`config.mk`:
```
export PLATFORM = sky130hd
export DESIGN_NAME = adder_acc_hs
export DESIGN_NICKNAME = d
export VERILOG_FILES = /design/src/rtl/adder_acc_hs.sv
export SDC_FILE = /design/constraint.sdc
export NUM_CORES = 1
export LEC_CHECK = 0
export BUFFER_PORTS_ARGS = -buffer_cell sky130_fd_sc_hd__clkbuf_2
export CAP_MARGIN = 30
export CORE_MARGIN = 1
export CORE_UTILIZATION = 58
export DETAILED_ROUTE_END_ITERATION = 6
export PLACE_DENSITY_LB_ADDON = 0.15
export REMOVE_ABC_BUFFERS = 1
export SYNTH_ARGS = -nofsm -noshare
export SYNTH_HDL_FRONTEND = slang
export SYNTH_SLANG_ARGS = --single-unit
```
`constraint.sdc`:
```
create_clock -name clk -period 6.15 [get_ports clk]
set_input_delay 0 -clock clk [delete_from_list [all_inputs] [get_ports clk]]
set_output_delay 0 -clock clk [all_outputs]
set_load 0.03 [all_outputs]
```
`src/rtl/adder_acc_hs.sv`:
```
// -----------------------------------------------------------------------------
// adder_acc_hs
// -----------------------------------------------------------------------------
// Purpose:
//   Two-state (IDLE/CALC) operand adder with an optional running accumulator.
//   A ready-qualified sample strobe captures two WIDTH-bit operands plus a mode
//   bit. One cycle later the result is registered onto c and done pulses high
//   for exactly one cycle. In accumulate mode the result also becomes the new
//   accumulator value, and a carry out of the ACC_W-bit accumulator sets the
//   sticky ovf flag.
//
// Handshake (valid/ready):
//   sample acts as valid. A transfer happens on a rising clk edge where
//   sample=1 and ready=1. sample while ready=0 is ignored (no capture, no
//   count). ready is high whenever the FSM is in IDLE, which includes the
//   cycle in which done is high, so a new operation may be accepted on the
//   same edge that retires done (one operation per two cycles).
//
// Parameters:
//   WIDTH  operand width in bits (>= 2)
//   GUARD  extra accumulator bits above WIDTH (>= 1); ACC_W = WIDTH + GUARD
//   CNT_W  width of the accepted-operation counter (wraps silently)
//
// Ports:
//   clk        in   1      clock, all state on posedge
//   rst        in   1      asynchronous active-high reset
//   sample     in   1      operand strobe (valid), accepted when ready=1
//   mode       in   1      0 = add (a+b), 1 = accumulate (acc+a+b)
//   acc_clr    in   1      synchronous accumulator / ovf clear
//   a          in   WIDTH  operand A
//   b          in   WIDTH  operand B
//   ready      out  1      FSM in IDLE, sample will be accepted
//   done       out  1      one-cycle pulse, c holds a fresh result
//   c          out  ACC_W  result, held until the next done
//   ovf        out  1      sticky accumulator carry-out
//   op_cnt     out  CNT_W  number of accepted samples
//   state_dbg  out  1      current FSM state (0 = IDLE, 1 = CALC)
//
// Configuration:
//   ADDER_ACC_SVA_EN  when defined, compiles in-module concurrent assertions.
//                     When undefined no assertion code exists and behaviour
//                     is identical.
// -----------------------------------------------------------------------------
module adder_acc_hs #(
  parameter int WIDTH = 8,
  parameter int GUARD = 2,
  parameter int CNT_W = 16
) (
  input  logic                   clk,
  input  logic                   rst,
  input  logic                   sample,
  input  logic                   mode,
  input  logic                   acc_clr,
  input  logic [WIDTH-1:0]       a,
  input  logic [WIDTH-1:0]       b,
  output logic                   ready,
  output logic                   done,
  output logic [WIDTH+GUARD-1:0] c,
  output logic                   ovf,
  output logic [CNT_W-1:0]       op_cnt,
  output logic                   state_dbg
);

  localparam int ACC_W = WIDTH + GUARD;

  typedef enum logic {
    IDLE = 1'b0,
    CALC = 1'b1
  } state_t;

  state_t state_q;
  state_t state_d;

  // Captured operands; these are the only values the CALC cycle works from,
  // so the a/b/mode inputs are free to change after the accepting edge.
  logic [WIDTH-1:0] a_q;
  logic [WIDTH-1:0] b_q;
  logic             mode_q;

  logic [ACC_W-1:0] acc_q;
  logic             ovf_q;
  logic [ACC_W-1:0] c_q;
  logic             done_q;
  logic [CNT_W-1:0] op_cnt_q;

  // Combinational helpers
  logic             accept;
  logic             in_calc;
  logic [ACC_W-1:0] add_sum;
  logic [ACC_W:0]   acc_sum;
  logic [ACC_W-1:0] result;

  // ---------------------------------------------------------------------------
  // FSM process 1: state register
  // ---------------------------------------------------------------------------
  always_ff @(posedge clk or posedge rst) begin
    if (rst) begin
      state_q <= IDLE;
    end else begin
      state_q <= state_d;
    end
  end

  // ---------------------------------------------------------------------------
  // FSM process 2: next-state logic
  // ---------------------------------------------------------------------------
  always_comb begin
    state_d = state_q;
    case (state_q)
      IDLE:    if (accept) state_d = CALC;
      CALC:    state_d = IDLE;
      default: state_d = IDLE;
    endcase
  end

  // ---------------------------------------------------------------------------
  // FSM process 3: outputs decoded from the current state
  // ---------------------------------------------------------------------------
  always_comb begin
    ready   = 1'b0;
    in_calc = 1'b0;
    case (state_q)
      IDLE:    ready   = 1'b1;
      CALC:    in_calc = 1'b1;
      default: ready   = 1'b0;
    endcase
  end

  assign accept    = sample & ready;
  assign state_dbg = state_q;

  // ---------------------------------------------------------------------------
  // Datapath
  // ---------------------------------------------------------------------------
  // Plain add: GUARD >= 1 guarantees the WIDTH+1-bit sum fits in ACC_W bits.
  // Accumulate: one extra bit on top of ACC_W catches the carry for ovf.
  always_comb begin
    add_sum = {{GUARD{1'b0}}, a_q} + {{GUARD{1'b0}}, b_q};
    acc_sum = {1'b0, acc_q}
            + {{(GUARD + 1){1'b0}}, a_q}
            + {{(GUARD + 1){1'b0}}, b_q};
    result  = mode_q ? acc_sum[ACC_W-1:0] : add_sum;
  end

  // Operand capture on an accepted sample.
  always_ff @(posedge clk or posedge rst) begin
    if (rst) begin
      a_q    <= '0;
      b_q    <= '0;
      mode_q <= 1'b0;
    end else if (accept) begin
      a_q    <= a;
      b_q    <= b;
      mode_q <= mode;
    end
  end

  // Accepted-operation counter; wraps at 2**CNT_W.
  always_ff @(posedge clk or posedge rst) begin
    if (rst) begin
      op_cnt_q <= '0;
    end else if (accept) begin
      op_cnt_q <= op_cnt_q + CNT_W'(1);
    end
  end

  // Result register and done pulse. c only loads in CALC, so it holds its
  // value between done pulses. done follows CALC by one edge, and CALC is
  // always followed by IDLE, so done can never be high two cycles in a row.
  always_ff @(posedge clk or posedge rst) begin
    if (rst) begin
      c_q    <= '0;
      done_q <= 1'b0;
    end else begin
      done_q <= in_calc;
      if (in_calc) begin
        c_q <= result;
      end
    end
  end

  // Accumulator and sticky overflow.
  // acc_clr has priority over the accumulate update:
  //  - asserted with an accepted sample (IDLE): acc is zero by the time CALC
  //    reads it, so the pending accumulate starts from 0;
  //  - asserted during CALC: the result on c already used the old acc (the
  //    sum above is combinational from acc_q), but the stored acc/ovf end at 0.
  always_ff @(posedge clk or posedge rst) begin
    if (rst) begin
      acc_q <= '0;
      ovf_q <= 1'b0;
    end else if (acc_clr) begin
      acc_q <= '0;
      ovf_q <= 1'b0;
    end else if (in_calc && mode_q) begin
      acc_q <= acc_sum[ACC_W-1:0];
      if (acc_sum[ACC_W]) begin
        ovf_q <= 1'b1;
      end
    end
  end

  assign done   = done_q;
  assign c      = c_q;
  assign ovf    = ovf_q;
  assign op_cnt = op_cnt_q;

  // ---------------------------------------------------------------------------
  // Optional in-module assertions
  // ---------------------------------------------------------------------------
`ifdef ADDER_ACC_SVA_EN
  // done is raised on the IDLE cycle that follows CALC, so "done implies not
  // ready" is checked against the cycle that produced the result.
  a_done_after_busy: assert property (
    @(posedge clk) disable iff (rst) done |-> $past(!ready))
    $display("%0t adder_acc_hs: done |-> !ready (producing cycle) held", $time);
  else
    $error("%0t adder_acc_hs: done without a preceding busy cycle", $time);

  a_done_single: assert property (
    @(posedge clk) disable iff (rst) done |=> !done)
    $display("%0t adder_acc_hs: done |=> !done held", $time);
  else
    $error("%0t adder_acc_hs: done high on consecutive cycles", $time);

  // Accept at edge N, done visible after edge N+1: seen two sampling edges on.
  a_accept_done: assert property (
    @(posedge clk) disable iff (rst) (sample && ready) |=> ##1 done)
    $display("%0t adder_acc_hs: accept |=> done held", $time);
  else
    $error("%0t adder_acc_hs: accepted sample produced no done", $time);

  a_known: assert property (
    @(posedge clk) disable iff (rst) !$isunknown({ready, done, c, ovf}))
    $display("%0t adder_acc_hs: outputs known", $time);
  else
    $error("%0t adder_acc_hs: X/Z on outputs", $time);

  // Checked against the captured operands, which are what the add consumed.
  a_add_result: assert property (
    @(posedge clk) disable iff (rst)
    (done && !mode_q) |-> (c == ({{GUARD{1'b0}}, a_q} + {{GUARD{1'b0}}, b_q})))
    $display("%0t adder_acc_hs: add-mode result held", $time);
  else
    $error("%0t adder_acc_hs: add-mode result wrong", $time);
`endif

endmodule
```
==> impl_metrics.tcl <==
set metrics [dict create \
    status "finished clean" \
    die_h_um 74.4 \
    die_x_um 74.4 \
    fin_crit_ns 2.92 \
    area_delta_synth_final_pct 19.4 \
    cp_max_fo 4 \
    postCtsSetupRepairBufs 0 \
    synth_area_per_cell_um2 11.0 \
    yosysTopAreaCell "dfrtp_1" \
    p_leak_uw 0.00171 \
    synth_area_mm2 0.00304 \
    hold_path.class "in -> reg" \
    postRouteAntennaNets 0 \
    fp-row-count 26 \
    crit_type "reg -> reg" \
    avgRoutedWirePerCell_um 15.6 \
    postCtsResizedCells 0 \
    overflow 0 \
    register_area_mm2 0.00140 \
    slew_viol_final 0 \
    grt_pass1_wl_mm 10.4 \
    hold_buffers 18 \
    fin_tns_setup_ns 0 \
    drive_gt1_share_pct 25.4 \
    maxSlewHeadroom_pct 26.0 \
    worst_skew_pair.late_latency_ns 0.31 \
    ys_ff_latch 56 \
    arrival_ns 3.14 \
    grt_antenna_before_repair 0 \
    first_pass_iters 5 \
    ys_seq_area_share_pct 46.0 \
    grt_max_degree 57 \
    wl_mm 6.53 \
    clkTransAtPathRegs_ns 0.10 \
    tightest_slew_ns 1.11 \
    synth_ff_type "dfrtp_1" \
    hpwl_mm 4.56 \
    cts_buffer_depth 2 \
    fin_crit_sh_pct 47.6 \
    synthCells 277 \
    final_cells 417 \
    final_hold_viol_count 0 \
    drt-initial-drc-count 105 \
    worstPathRequired_ns 6.36 \
    grt_use_total_pct 25.4 \
    fin_area_mm2 0.00363 \
    rsz0062_at_grt "no" \
    diodes 0 \
    die_area_mm2 0.00554 \
    final_nets 394 \
    fmax_ghz 0.342 \
    post-route-util_pct 71.6 \
    gp_congestion 0.867 \
    synth_area_leaders "dfrtp_1, ha_1, mux2_2, fa_1, xnor2_1" \
    skew_ns 0.00957 \
    vias 2329 \
    cts_buffers 5 \
    setup_viol 0 \
    ir_worst_vdd_mv 0.179 \
    ys_warn_count 0 \
    clkSinkCount 56 \
    avgViaCountPerCell 5.59 \
    htreeDepth 2 \
    yosysUniqueCellTypes 41 \
    multi_input_area_mm2 0.00157 \
    synth_edf_count 0 \
    cts-root-buf "clkbuf_8" \
    grt_pass1_vias 2176 \
    cts_tree "done" \
    fillers 399 \
    max_cap_violations 0 \
    end_kind "register" \
    critPathLaunchType "register" \
    drc_errors 0 \
    core-area_mm2 0.00507 \
    dp.cells 391 \
    p_per_area_mw_per_mm2 349 \
    io_pins 51 \
    port_buffers 50 \
    p_total_uw 1270 \
    ys_async_sr_fraction_pct 100 \
    placed_cell_area_mm2 0.00336 \
    yosys.area.top_type_share_pct 46.0 \
    initial_core_util_pct 60.0 \
]
## worst paths after layout
| path | start | to | slack, ns | depth (start not counted) |
|---|---|---|---|---|
| min in group asynchronous | rst | op_cnt[8]$_DFFE_PP0P_ | 0.40 | 4 |
| setup reg to reg | a_q[1]$_DFFE_PP0P_ | acc_q[9]$_DFFE_PP0P_ | 3.23 | 9 |
| hold reg to reg | op_cnt[15]$_DFFE_PP0P_ | op_cnt[15]$_DFFE_PP0P_ | 0.49 | 1 |
| hold / removal | sample | state_dbg$_DFF_PP0_ | 0.04 | 2 |
| setup / recovery | a_q[1]$_DFFE_PP0P_ | acc_q[9]$_DFFE_PP0P_ | 3.23 | 9 |
| max in group asynchronous | rst | c[6]$_DFFE_PP0P_ | 5.30 | 4 |
## placed cells by master, fill, tap and decap left out, drive strengths merged, types with 2 or more instances in the layout
cell          n
xnor2        14
a211oi        3
buf           2
nor2         15
nor4          2
nor2b         2
nand2        23
mux2         18
a21oi        23
and4          2
o211ai        4
nand3        11
dlygate4sd3  18
or3           2
xor2          6
o31ai         2
o21ai        10
ha           17
fa           10
nand4         5
dfrtp        56
nand3b        4
a21o          6
clkbuf       55
mux2i         3
and3          3
or4           2
inv          12
nor3          5
## cell families after synthesis
| group | synth area share, % |
|---|---|
| xor gates and xnor gates | 5.75 |
| muxes | 7.64 |
| AOI/OAI and AO/OA | 11.8 |
| and+or+nand+nor | 12.7 |
| adders and majority gates | 13.6 |
| buffers and inverters | 2.51 |
| DFF | 46.0 |
## stage by stage
| stage | hold slack (ns) | setup WS (ns) |
|---|---|---|
| after floorplan | 0.0631 | 3.32 |
| after global placement | 0.206 | 3.38 |
| after detailed placement | 0.217 | 3.28 |
| after CTS | 0.0348 | 3.25 |
| after global routing | 0.0520 | 3.09 |
| final | 0.0433 | 3.23 |
## layout make-up
| cell class | instances | share of cell area (%) |
|---|---|---|
| clock buffer | 5 | 1.89 |
| clock inverter | 3 | 0.585 |
| inverter | 11 | 1.14 |
| multi-input combinational | 202 | 43.2 |
| sequential | 56 | 38.6 |
| tap | 70 | 2.41 |
| timing repair buffer | 70 | 12.3 |
## layer usage
layer | vias to the layer above | track usage, % | share of wire (%)
met1 | 1134 | 34.6 | 45
met2 | 66 | 41.7 | 48
li1 | 1120 | - | -
met5 | - | 0 | 0
met3 | 9 | 3.93 | 4.8
met4 | 0 | 8.39 | 1.6
## synthesized netlist by cell type, drive strengths merged, types with 6 or more instances
library cell  count
dfrtp            56
a21oi            23
nand2            23
mux2             18
ha               17
nor2             15
xnor2            14
inv              11
nand3            11
fa               10
o21ai            10
a21o              6
xor2              6
## report_power, final
group          leakage [µW]  switching (µW)  internal, µW
sequential         0.000707            71.0           439
clock             0.0000445             123          81.1
combinational      0.000962             331           222
total               0.00171             526           742
## state kept, by name, summed over array words and instances (netlist names)
signal and cells:
a_q 8, acc_q 10, b_q 8, c 10, done 1, mode_q 1
op_cnt 16, ovf 1, state_dbg 1
## worst max-delay path: stages, from the launching register on
cell      delay (ns)
dfrtp_1         0.45
fa_1            0.58
ha_1            0.17
inv_1           0.05
fa_1            0.41
nor2b_1         0.20
o2111a_1        0.23
o211ai_1        0.15
a21oi_1         0.22
mux2_2          0.36
(Power assumes the default switching activity.)
